<file path="src/rtl/uart_rx_ctrl.sv">
// 8N1 UART receiver: 2-flop input sync, mid-bit sampling, one-cycle recv_valid strobe with held data.
// Optional stop-bit check, BREAK state and frame_err pulse under `define UART_RX_FRAME_CHECK_EN.
module uart_rx_ctrl #(
    parameter logic [13:0] TMR_MAX  = 14'd10416,
    parameter logic [13:0] HALF_MAX = 14'd5207
) (
    input  logic       CLK,
    input  logic       RSTN,
    input  logic       UART_RX,
    output logic [7:0] recv_data,
    output logic       recv_valid,
    output logic       frame_err,
    output logic       busy
);

    typedef enum logic [2:0] {
        IDLE  = 3'd0,
        START = 3'd1,
        DATA  = 3'd2,
        STOP  = 3'd3,
        BREAK = 3'd4
    } state_t;

    state_t      state, state_nxt;
    logic        rx_s1, rx_s2;
    logic [13:0] timer, timer_nxt;
    logic [3:0]  idx, idx_nxt;
    logic [7:0]  shreg, shreg_nxt;
    logic [7:0]  data_nxt;
    logic        valid_nxt;
`ifdef UART_RX_FRAME_CHECK_EN
    logic        ferr_nxt;
`endif

    always_ff @(posedge CLK) begin
        if (!RSTN) begin
            rx_s1      <= 1'b1;
            rx_s2      <= 1'b1;
            state      <= IDLE;
            timer      <= '0;
            idx        <= '0;
            shreg      <= '0;
            recv_data  <= '0;
            recv_valid <= 1'b0;
        end else begin
            rx_s1      <= UART_RX;
            rx_s2      <= rx_s1;
            state      <= state_nxt;
            timer      <= timer_nxt;
            idx        <= idx_nxt;
            shreg      <= shreg_nxt;
            recv_data  <= data_nxt;
            recv_valid <= valid_nxt;
        end
    end

`ifdef UART_RX_FRAME_CHECK_EN
    always_ff @(posedge CLK) begin
        if (!RSTN) frame_err <= 1'b0;
        else       frame_err <= ferr_nxt;
    end
`else
    assign frame_err = 1'b0;
`endif

    assign busy = (state != IDLE);

    always_comb begin
        state_nxt = state;
        timer_nxt = timer;
        idx_nxt   = idx;
        shreg_nxt = shreg;
        data_nxt  = recv_data;
        valid_nxt = 1'b0;
`ifdef UART_RX_FRAME_CHECK_EN
        ferr_nxt  = 1'b0;
`endif
        case (state)
            IDLE: begin
                timer_nxt = '0;
                if (!rx_s2) state_nxt = START;
            end
            // A start bit must still be low at its mid-point, otherwise it was a glitch.
            START: begin
                if (timer == HALF_MAX) begin
                    timer_nxt = '0;
                    idx_nxt   = '0;
                    state_nxt = rx_s2 ? IDLE : DATA;
                end else begin
                    timer_nxt = timer + 14'd1;
                end
            end
            DATA: begin
                if (timer == TMR_MAX) begin
                    timer_nxt = '0;
                    shreg_nxt = {rx_s2, shreg[7:1]};
                    idx_nxt   = idx + 4'd1;
                    if (idx == 4'd7) state_nxt = STOP;
                end else begin
                    timer_nxt = timer + 14'd1;
                end
            end
            // Returning to IDLE at mid-stop lets a back-to-back start edge be caught with no dead time.
            STOP: begin
                if (timer == TMR_MAX) begin
                    timer_nxt = '0;
`ifdef UART_RX_FRAME_CHECK_EN
                    if (rx_s2) begin
                        data_nxt  = shreg;
                        valid_nxt = 1'b1;
                        state_nxt = IDLE;
                    end else begin
                        ferr_nxt  = 1'b1;
                        state_nxt = BREAK;
                    end
`else
                    data_nxt  = shreg;
                    valid_nxt = 1'b1;
                    state_nxt = IDLE;
`endif
                end else begin
                    timer_nxt = timer + 14'd1;
                end
            end
`ifdef UART_RX_FRAME_CHECK_EN
            BREAK: begin
                timer_nxt = '0;
                if (rx_s2) state_nxt = IDLE;
            end
`endif
            default: begin
                timer_nxt = '0;
                state_nxt = IDLE;
            end
        endcase
    end

endmodule

</file>
<file path="config.mk">
export PLATFORM = sky130hd
export DESIGN_NAME = uart_rx_ctrl
export DESIGN_NICKNAME = d
export VERILOG_FILES = /design/src/rtl/uart_rx_ctrl.sv
export SDC_FILE = /design/constraint.sdc
export NUM_CORES = 1
export LEC_CHECK = 0
export BUFFER_PORTS_ARGS = -buffer_cell sky130_fd_sc_hd__clkbuf_2
export CORE_ASPECT_RATIO = 0.9
export CORE_MARGIN = 2
export CORE_UTILIZATION = 40
export CTS_CLUSTER_DIAMETER = 60
export CTS_CLUSTER_SIZE = 8
export DETAILED_ROUTE_END_ITERATION = 6
export GPL_TIMING_DRIVEN = 0
export PLACE_DENSITY_LB_ADDON = 0.12
export SYNTH_ARGS = -nofsm -noshare
export SYNTH_HDL_FRONTEND = slang
export SYNTH_SLANG_ARGS = --single-unit
</file>
<file path="constraint.sdc">
create_clock -name CLK -period 2 [get_ports CLK]
set_input_delay 0.4 -clock CLK [delete_from_list [all_inputs] [get_ports CLK]]
set_output_delay 0.4 -clock CLK [all_outputs]
set_load 0.05 [all_outputs]
</file>
==> results of run 1 <==
what timing repair did:
action	CTS	global route
setup endpoints to repair	16	16
pin swaps	2	3
resized for setup	4	13
buffers inserted	2	7
cloned	0	1
layout make-up:
class | instances | area (µm²) | share of cell area
plain buffers | 9 | 58.8 | 0.0269
flip-flops and latches | 39 | 793 | 0.362
multi-input cells | 134 | 1010 | 0.460
inverters | 2 | 7.51 | 0.00343
repair buffers | 21 | 128 | 0.0583
clock buffers | 6 | 82.6 | 0.0377
well taps | 62 | 77.6 | 0.0354
clock inverters | 2 | 35.0 | 0.0160
synth_stat cells (all sizes together) (3+ instances only):
master / number / area, µm²
dfxtp: 39 / 781
nor3b: 3 / 22.5
and3: 3 / 20.0
xor2: 6 / 52.6
nor4b: 3 / 26.3
a21oi: 3 / 15.0
nor4: 4 / 55.1
nand3: 6 / 30.0
nor3: 4 / 20.0
mux2i: 18 / 180
clkbuf: 4 / 16.3
ha: 3 / 37.5
nand4: 5 / 31.3
o21ai: 3 / 15.0
nor2: 16 / 60.1
xnor2: 6 / 52.6
nor2b: 17 / 106
buf: 5 / 38.8
nand2: 12 / 45.0
nand3b: 3 / 22.5
nand2b: 3 / 18.8
stage by stage:
step	total power, mW	hold slack [ns]	area (µm²)	setup TNS [ns]	worst slack [ns]
after floorplan	0.833	0.386	1810	0	0.142
after CTS	1.52	0.284	2090	0	0.0459
final	1.50	0.289	2190	0	0.0947
after detailed placement	0.842	0.399	1940	-1.50	-0.143
after global routing	1.56	0.314	2190	0	0.0261
after global placement	0.841	0.390	1940	-0.893	-0.0915
logic make-up (layout without fill, tap and decap cells):
logic type,after synthesis,count (layout),synth area share
mux,18,18,0.0998
xor+xnor,12,12,0.0582
compound gates,8,8,0.0312
other cells,1,1,0.00208
fa+ha+maj,3,3,0.0208
simple gates,92,92,0.321
buf+inv,11,40,0.0346
flops,39,39,0.432
layout by cell type (no fill, tap or decap), drive strengths merged, types with 3 or more instances in the layout:
cell / Yosys / final
a21oi: 3 / 3
and3: 3 / 3
buf: 5 / 15
clkbuf: 4 / 21
dfxtp: 39 / 39
ha: 3 / 3
mux2i: 18 / 18
nand2: 12 / 12
nand2b: 3 / 3
nand3: 6 / 6
nand3b: 3 / 3
nand4: 5 / 5
nor2: 16 / 16
nor2b: 17 / 17
nor3: 4 / 4
nor3b: 3 / 3
nor4: 4 / 4
nor4b: 3 / 3
o21ai: 3 / 3
xnor2: 6 / 6
xor2: 6 / 6
layer usage:
metal / GRT usage / up-vias / part of all wire
met4: 0.0558 / 0 / 0.011
met1: 0.190 / 606 / 0.48
li1: - / 691 / -
met2: 0.258 / 15 / 0.49
met5: 0 / - / 0
met3: 0.0403 / 4 / 0.022
how the worst min path moves through the flow:
stage                                start  depth (start not counted)               end  slack, ns
final                              UART_RX                          2  rx_s1$_SDFF_PN1_       0.29
after global routing               UART_RX                          2  rx_s1$_SDFF_PN1_       0.31
after CTS                          UART_RX                          2  rx_s1$_SDFF_PN1_       0.28
after detailed placement  rx_s1$_SDFF_PN1_                          1  rx_s2$_SDFF_PN1_       0.40
after global placement    rx_s1$_SDFF_PN1_                          1  rx_s2$_SDFF_PN1_       0.39
after floorplan           rx_s1$_SDFF_PN1_                          1  rx_s2$_SDFF_PN1_       0.39
power by group through the flow:
stage | clock, mW | sequential, mW | combinational (mW)
2_1_floorplan | 0 | 0.800 | 0.0331
6_report | 0.672 | 0.780 | 0.0441
3_3_place_gp | 0 | 0.800 | 0.0409
4_1_cts | 0.693 | 0.782 | 0.0424
5_1_grt | 0.727 | 0.780 | 0.0488
3_5_place_dp | 0 | 0.801 | 0.0416
state kept, by name, summed over array words and instances (netlist names):
signal      cells
shreg           8
rx_s1           1
idx             4
recv_valid      1
recv_data       8
rx_s2           1
state           2
timer          14
==> impl_table.tex, run 1 <==
\begin{tabular}{lr}
\hline
Metric & Value \\
\hline
\multicolumn{2}{l}{\textbf{Timing}} \\
Final number of hold-violating endpoints & 0 \\
RSZ-0062 raised after global routing & no \\
Portion of the clock cycle consumed by the worst path in the final layout & 0.953 \\
Final count of pins violating max slew & 0 \\
Final min period & around 1.9 ns \\
Worst Skew & between 0.006 and 0.007 ns \\
Max frequency & between 500 and 600 MHz \\
Number of failing setup endpoints in the final timing report & 0 \\
\multicolumn{2}{l}{\textbf{Drt}} \\
Final routed DRC violation total & 0 \\
Post-Route WL & between 3000 and 4000 µm \\
Total number of vias & between 1,000 and 1,500 \\
Detailed-route vias per instance & roughly 4.8 \\
Post-detailed-route count of antenna-violating nets & 0 \\
Average wire per cell in the routed design & 13.2 µm \\
Number of search-and-repair iterations in the first detailed-routing pass & 4 \\
Iter 0 DRT Violations & 49 \\
\multicolumn{2}{l}{\textbf{Setup path}} \\
Worst Setup Start Kind & flip-flop \\
Cell with the largest stage delay on the worst path & sky130\_fd\_sc\_hd\_\_or4b\_4 \\
R2R Setup Slk & 0.09 ns \\
Number of buffer and inverter stages on the critical path & 1 \\
Worst R2R Path Depth & 5 \\
Logic depth of the worst path, buffers included & 5 \\
Series of cell instances along the critical path & or4b\_4, nor4\_4, buf\_4, a21oi\_1, or2\_4 \\
Largest driver fanout on the critical path & 3 \\
Maximum single-stage delay on the critical path & between 0.5 and 0.6 ns \\
Gate family responsible for the most delay along the worst path & simple AND/OR/NAND/NOR gates \\
Worst reg2reg path endpoint & state[1]\$\_SDFFE\_PN0P\_ \\
Arrival time at the worst endpoint & 2.09 ns \\
CP Capture Type & flip-flop \\
Source of the critical timing path & timer[9]\$\_SDFF\_PN0\_ \\
Category of the critical setup timing path & reg -> reg \\
End point of the critical path & state[1]\$\_SDFFE\_PN0P\_ \\
Data required, critical path & $\sim$2.2 ns \\
Launch point of the worst reg-to-reg path & timer[9]\$\_SDFF\_PN0\_ \\
\multicolumn{2}{l}{\textbf{Synth}} \\
Post-synth ARST share & 0 \\
Number of synthesized register bits & 39 \\
Count of cell types in the netlist & 39 \\
Top\_reg\_cell synth & sky130\_fd\_sc\_hd\_\_dfxtp\_1 \\
Syn\_nets & between 150 and 200 \\
Combined area of all synthesized cells & between 0.0015 and 0.002 mm² \\
Syn. warnings & 0 \\
Post-synthesis average cell area & between 9 and 10 µm² \\
EDFF count, synth & 0 \\
Count of mapped cells out of synthesis & between 150 and 200 \\
Sequential share of the synthesized area & 0.432 \\
\multicolumn{2}{l}{\textbf{Clock network}} \\
Maximum clock path buffer count & 2 \\
Insertion delay to the later sink of the worst-skew pair & $\sim$0.29 ns \\
Cell chosen for the clock root & sky130\_fd\_sc\_hd\_\_clkbuf\_8 \\
Total CTS buffers & 5 \\
TritonCTS Sinks & 39 \\
Number of buffers inserted for hold repair after clock tree synthesis & 0 \\
Clock transition at the register clock pins on the worst setup and hold paths after CTS & $\sim$0.080 ns \\
Maximum level of the CTS H-tree & 2 \\
TritonCTS clock tree & yes \\
\multicolumn{2}{l}{\textbf{Pwr}} \\
Fraction of power spent switching nets & 0.199 \\
Combinational share of power & 0.030 \\
P per Cell Area & between 600 and 700 mW/mm² \\
Internal Dissipation & around 1.2 mW \\
Switching power & approximately 0.3 mW \\
Leakage & $\sim$0.79 nW \\
Sequential fraction of design power & 0.521 \\
Maximum vdd ir drop & approximately 560 µV \\
Part of the power in the clock network & 0.449 \\
\multicolumn{2}{l}{\textbf{Cells and area}} \\
Area added between synthesis and finish & 21.2\% \\
Share of final-layout standard cells stronger than drive strength 1 & 0.254 \\
Antenna fix cells & 0 \\
Share of the core filled with cells in the final layout & 0.497 \\
Final-stage net count & roughly 220 \\
Cell Count, Final, Fillers Out & between 200 and 300 \\
Fillcell total & 422 \\
\multicolumn{2}{l}{\textbf{GRT}} \\
Number of antenna violations at the first check in global routing & 0 \\
First-pass GRT wire length & around 6000 µm \\
Grt ovf & 0 \\
Via count of the first global-routing pass & 1,289 \\
GRT Resource Usage Total & 0.154 \\
Largest net degree at the start of global routing & 13 \\
\multicolumn{2}{l}{\textbf{Place}} \\
Placed instance count & 257 \\
Half-perimeter wire length after detailed placement & between 2000 and 2500 µm \\
Routability congestion estimate from global placement & approximately 0.77 \\
Number of port buffers & 11 \\
\multicolumn{2}{l}{\textbf{Die}} \\
Area of the die & just over 0.005 mm² \\
Standard cell core area & about 0.0044 mm² \\
Horizontal die dimension & 74.8 µm \\
Row Count & 23 \\
Num ports & 14 \\
Die Y & around 68 µm \\
Initial cell density of the core & 0.410 \\
\multicolumn{2}{l}{\textbf{Status}} \\
Status & complete, no violations \\
\multicolumn{2}{l}{\textbf{Hold path}} \\
Path class of the lowest-slack min-delay path & in -> reg \\
\multicolumn{2}{l}{\textbf{Run}} \\
Number of violations of the max-capacitance limit & 0 \\
\hline
\end{tabular}
No activity file was read; power rests on OpenSTA's default activity.
==> inputs of run 2 (changes only) <==
--- a/config.mk
+++ b/config.mk
@@ -5,8 +5,8 @@
 export SDC_FILE = /design/constraint.sdc
 export NUM_CORES = 1
 export LEC_CHECK = 0
+export ABC_AREA = 1
 export BUFFER_PORTS_ARGS = -buffer_cell sky130_fd_sc_hd__clkbuf_2
-export CORE_ASPECT_RATIO = 0.9
 export CORE_MARGIN = 2
 export CORE_UTILIZATION = 40
 export CTS_CLUSTER_DIAMETER = 60
==> run 2 against run 1 <==
  * Critical path depth grew 6
  * Count of clock-buffer cells in the layout shrank 1
  * Sequential power grew 7.3%
  * Combinational power grew to 8.0 times the previous value
  * Area after synthesis grew 6.4%
  * First-iteration DRC count grew 120%
  * Fmax grew 7.6%
  * Clock skew shrank 0.0017 ns
  * Largest power group unchanged
==> impl_table.tex, run 2 <==
\begin{tabular}{lr}
\hline
Metric & Value \\
\hline
\multicolumn{2}{l}{\textbf{Drt}} \\
Number of search-and-repair iterations in the first detailed-routing pass & 4 (unchanged) \\
Detailed-route vias per instance & 4.82 (+0.70\%) \\
Iter 0 DRT Violations & 107 (+120\%) \\
Total number of vias & 1,518 (+15\%) \\
Post-detailed-route count of antenna-violating nets & 0 (unchanged) \\
Final routed DRC violation total & 0 (unchanged) \\
Post-Route WL & 3620 µm (-0.58\%) \\
Average wire per cell in the routed design & 11.5 µm (-13\%) \\
\multicolumn{2}{l}{\textbf{Synth}} \\
Syn. warnings & 0 (unchanged) \\
Commonest cells post-synth & sky130\_fd\_sc\_hd\_\_dfxtp\_1 (39), sky130\_fd\_sc\_hd\_\_nand2\_1 (39), sky130\_fd\_sc\_hd\_\_nor2\_1 (31) \\
Yosys top cell area share & 0.407 (-0.0259) \\
Number of synthesized register bits & 39 (unchanged) \\
Post-synthesis average cell area & 7.97 µm² (-19\%) \\
Sequential share of the synthesized area & 0.407 (-0.0259) \\
Top\_reg\_cell synth & sky130\_fd\_sc\_hd\_\_dfxtp\_1 \\
Combined area of all synthesized cells & 0.00192 mm² (+6.4\%) \\
Post-synth ARST share & 0 (unchanged) \\
Count of cell types in the netlist & 34 (-13\%) \\
Count of mapped cells out of synthesis & 241 (+31\%) \\
Top area cells in the synthesized netlist & sky130\_fd\_sc\_hd\_\_dfxtp\_1 (41\%), sky130\_fd\_sc\_hd\_\_nand2\_1 (7.6\%), sky130\_fd\_sc\_hd\_\_nor2\_4 (7.6\%) \\
EDFF count, synth & 0 (unchanged) \\
Post-synth top area cell & sky130\_fd\_sc\_hd\_\_dfxtp\_1 \\
Syn\_nets & 247 (+30\%) \\
\multicolumn{2}{l}{\textbf{Timing}} \\
Portion of the clock cycle consumed by the worst path in the final layout & 0.885 (-0.0672) \\
RSZ-0062 raised after global routing & no \\
Worst Skew & 0.00507 ns (-0.00173 ns) \\
Final min period & 1.77 ns (-0.134 ns) \\
Final count of pins violating max slew & 0 (unchanged) \\
Final number of hold-violating endpoints & 0 (unchanged) \\
Max frequency & 565 MHz (+7.6\%) \\
Setup TNS & 0 ns (unchanged) \\
Number of failing setup endpoints in the final timing report & 0 (unchanged) \\
\multicolumn{2}{l}{\textbf{Clock network}} \\
Clock transition at the register clock pins on the worst setup and hold paths after CTS & 0.08 ns (about the same) \\
Total CTS buffers & 5 (unchanged) \\
TritonCTS Sinks & 39 (unchanged) \\
Cell chosen for the clock root & sky130\_fd\_sc\_hd\_\_clkbuf\_8 \\
Maximum level of the CTS H-tree & 2 (unchanged) \\
Maximum clock path buffer count & 2 (unchanged) \\
Insertion delay to the later sink of the worst-skew pair & 0.30 ns (about the same) \\
\# Post-CTS Setup Buffers & 0 (-2) \\
Number of buffers inserted for hold repair after clock tree synthesis & 0 (unchanged) \\
Quantity of gates resized following cts & 0 (-4) \\
TritonCTS clock tree & yes \\
\multicolumn{2}{l}{\textbf{GRT}} \\
Number of antenna violations at the first check in global routing & 0 (unchanged) \\
GRT Resource Usage Total & 0.150 (-0.00416) \\
Grt ovf & 0 (unchanged) \\
Via count of the first global-routing pass & 1,346 (+4.4\%) \\
First-pass GRT wire length & 6090 µm (+4.4\%) \\
Largest net degree at the start of global routing & 14 (+1) \\
\multicolumn{2}{l}{\textbf{Cells and area}} \\
Cell Count, Final, Fillers Out & 315 (+15\%) \\
Multi-input combinational cell area & 997 µm² (-0.87\%) \\
Largest register by flop count & timer \\
Cell area after layout & 0.00216 mm² (-1.3\%) \\
Final-stage net count & 266 (+22\%) \\
Max FFs per register & 14 (unchanged) \\
Most frequent cells in the layout & sky130\_fd\_sc\_hd\_\_nand2\_1 (39), sky130\_fd\_sc\_hd\_\_dfxtp\_1 (39), sky130\_fd\_sc\_hd\_\_nor2\_1 (31) \\
Biggest registers after layout & timer: 14 flops, recv\_data: 8 flops, shreg: 8 flops \\
Storage element area & 781 µm² (-1.6\%) \\
Fillcell total & 474 (+12\%) \\
Antenna fix cells & 0 (unchanged) \\
Share of final-layout standard cells stronger than drive strength 1 & 0.218 (-0.0351) \\
Area added between synthesis and finish & 12.5\% \\
\multicolumn{2}{l}{\textbf{Status}} \\
Status & complete, no violations \\
\multicolumn{2}{l}{\textbf{Hold path}} \\
Path class of the lowest-slack min-delay path & in -> reg \\
Endpoint of the worst hold-timing path & rx\_s1\$\_SDFF\_PN1\_ \\
Startpoint of the tightest hold check path & UART\_RX \\
Hold Crit Depth & 2 (unchanged) \\
\multicolumn{2}{l}{\textbf{Place}} \\
Half-perimeter wire length after detailed placement & 2610 µm (+6.5\%) \\
Area after DPL & 0.00205 mm² (+5.7\%) \\
Number of port buffers & 12 (+1) \\
Placed instance count & 307 (+19\%) \\
Routability congestion estimate from global placement & 0.816 (+5.7\%) \\
\multicolumn{2}{l}{\textbf{Setup path}} \\
Worst R2R Path Depth & 11 (+6) \\
Worst Setup Start Kind & flip-flop \\
CP Capture Type & flip-flop \\
Maximum single-stage delay on the critical path & 0.50 ns (-0.08 ns) \\
R2R Setup Slk & 0.23 ns (+0.13 ns) \\
Arrival time at the worst endpoint & 1.96 ns (-0.13 ns) \\
Data required, critical path & 2.19 ns (about the same) \\
Worst reg2reg path endpoint & timer[2]\$\_SDFF\_PN0\_ \\
Cell with the largest stage delay on the worst path & sky130\_fd\_sc\_hd\_\_dfxtp\_1 \\
Launch point of the worst reg-to-reg path & timer[0]\$\_SDFF\_PN0\_ \\
Category of the critical setup timing path & reg -> reg \\
Series of cell instances along the critical path & ha\_1, nand2\_1, inv\_1, nand2\_1, nor2\_1, nand2\_1, nand2\_2, o21ai\_4, nand2\_4, buf\_12, nor2\_4 \\
Largest driver fanout on the critical path & 10 (+7) \\
Most frequent cell on the critical path & sky130\_fd\_sc\_hd\_\_nand2\_1 \\
\multicolumn{2}{l}{\textbf{Pwr}} \\
P per Cell Area & 860 mW/mm² (+26\%) \\
Part of the power in the clock network & 0.360 (-0.089) \\
Tot Pwr & 1.86 mW (+24\%) \\
Leakage & 0.839 nW (+5.6\%) \\
Maximum vdd ir drop & 309 µV (-45\%) \\
Switching power & 0.582 mW (+95\%) \\
Combinational share of power & 0.189 (+0.159) \\
Internal Dissipation & 1.28 mW (+6.5\%) \\
Sequential fraction of design power & 0.451 (-0.070) \\
Fraction of power spent switching nets & 0.313 (+0.114) \\
\multicolumn{2}{l}{\textbf{Die}} \\
Row Count & 25 (+8.7\%) \\
Standard cell core area & 0.00466 mm² (+5.9\%) \\
Area of the die & 0.00537 mm² (+6.0\%) \\
Horizontal die dimension & 73.3 µm (-2.0\%) \\
Initial cell density of the core & 0.412 (+0.00202) \\
Num ports & 14 (unchanged) \\
Die Y & 73.3 µm (+8.2\%) \\
\multicolumn{2}{l}{\textbf{Run}} \\
Number of violations of the max-capacitance limit & 0 (unchanged) \\
\hline
\end{tabular}
## run 2: cell count changes in the layout (fill, tap and decap cells not counted), sizes merged, moves of 14 or more
cell / previous run / this run
nand3: 6 / 20
nand2: 12 / 45
nor2: 16 / 46
nor2b: 17 / 0
mux2i: 18 / 0
inv: 2 / 23
## run 2: kinds of logic after synthesis
| family | after synthesis | synth area share |
|---|---|---|
| and+or+nand+nor | 127 | 0.359 |
| DFF | 39 | 0.407 |
| AOI/OAI and AO/OA | 31 | 0.0932 |
| buffers and inverters | 30 | 0.0743 |
| xor gates and xnor gates | 10 | 0.0456 |
| adders and majority gates | 3 | 0.0195 |
| other | 1 | 0.00195 |
## run 2: layout make-up
class                      instances  area share
multi-input combinational        172       0.461
clock buffer                       5      0.0318
inverter                          25      0.0463
timing repair buffer              12      0.0278
clock inverter                     3      0.0203
tap                               54      0.0313
sequential                        39       0.361
buffer                             5      0.0197
## run 2: worst max-delay path by stage
stage / from / end / slack [ns] / cells past startpoint
after floorplan: timer[0]$_SDFF_PN0_ / timer[8]$_SDFF_PN0_ / 0.47 / 8
after global placement: timer[0]$_SDFF_PN0_ / timer[5]$_SDFF_PN0_ / 0.24 / 11
after detailed placement: timer[0]$_SDFF_PN0_ / timer[5]$_SDFF_PN0_ / 0.24 / 11
after CTS: timer[0]$_SDFF_PN0_ / timer[5]$_SDFF_PN0_ / 0.22 / 11
after global routing: timer[0]$_SDFF_PN0_ / timer[8]$_SDFF_PN0_ / 0.12 / 8
final: timer[0]$_SDFF_PN0_ / timer[2]$_SDFF_PN0_ / 0.23 / 11
## run 2: metal layers
metal,part of all wire,wire [µm],track usage,up-vias
met4,0.025,91,0.0848,0
met5,0,0,0,-
met1,0.53,1910,0.214,672
met2,0.42,1520,0.209,23
met3,0.028,102,0.0288,7
li1,-,-,-,816
## run 2: power by group through the flow
stage / registers (mW) / clock network (mW) / logic (mW)
after floorplan: 0.847 / 0 / 0.297
after global placement: 0.855 / 0 / 0.354
after detailed placement: 0.855 / 0 / 0.354
after CTS: 0.837 / 0.688 / 0.356
after global routing: 0.842 / 0.725 / 0.384
final: 0.837 / 0.669 / 0.351
## run 2: critical path, delay by kind of cell (launching register included)
kind,cells,cell delay (ns)
AND/OR/NAND/NOR,7,0.60
flip-flops,1,0.50
adder cells (fa/ha/maj),1,0.24
buffers and inverters,2,0.23
AO/OA/AOI/OAI,1,0.08
## run 2: metrics by stage
step	hold slack, ns	setup WS (ns)	utilization
after CTS	0.275	0.221	0.464
after global placement	0.395	0.244	0.439
after global routing	0.278	0.115	0.464
after detailed placement	0.400	0.239	0.439
final	0.284	0.229	0.464
after floorplan	0.393	0.465	-
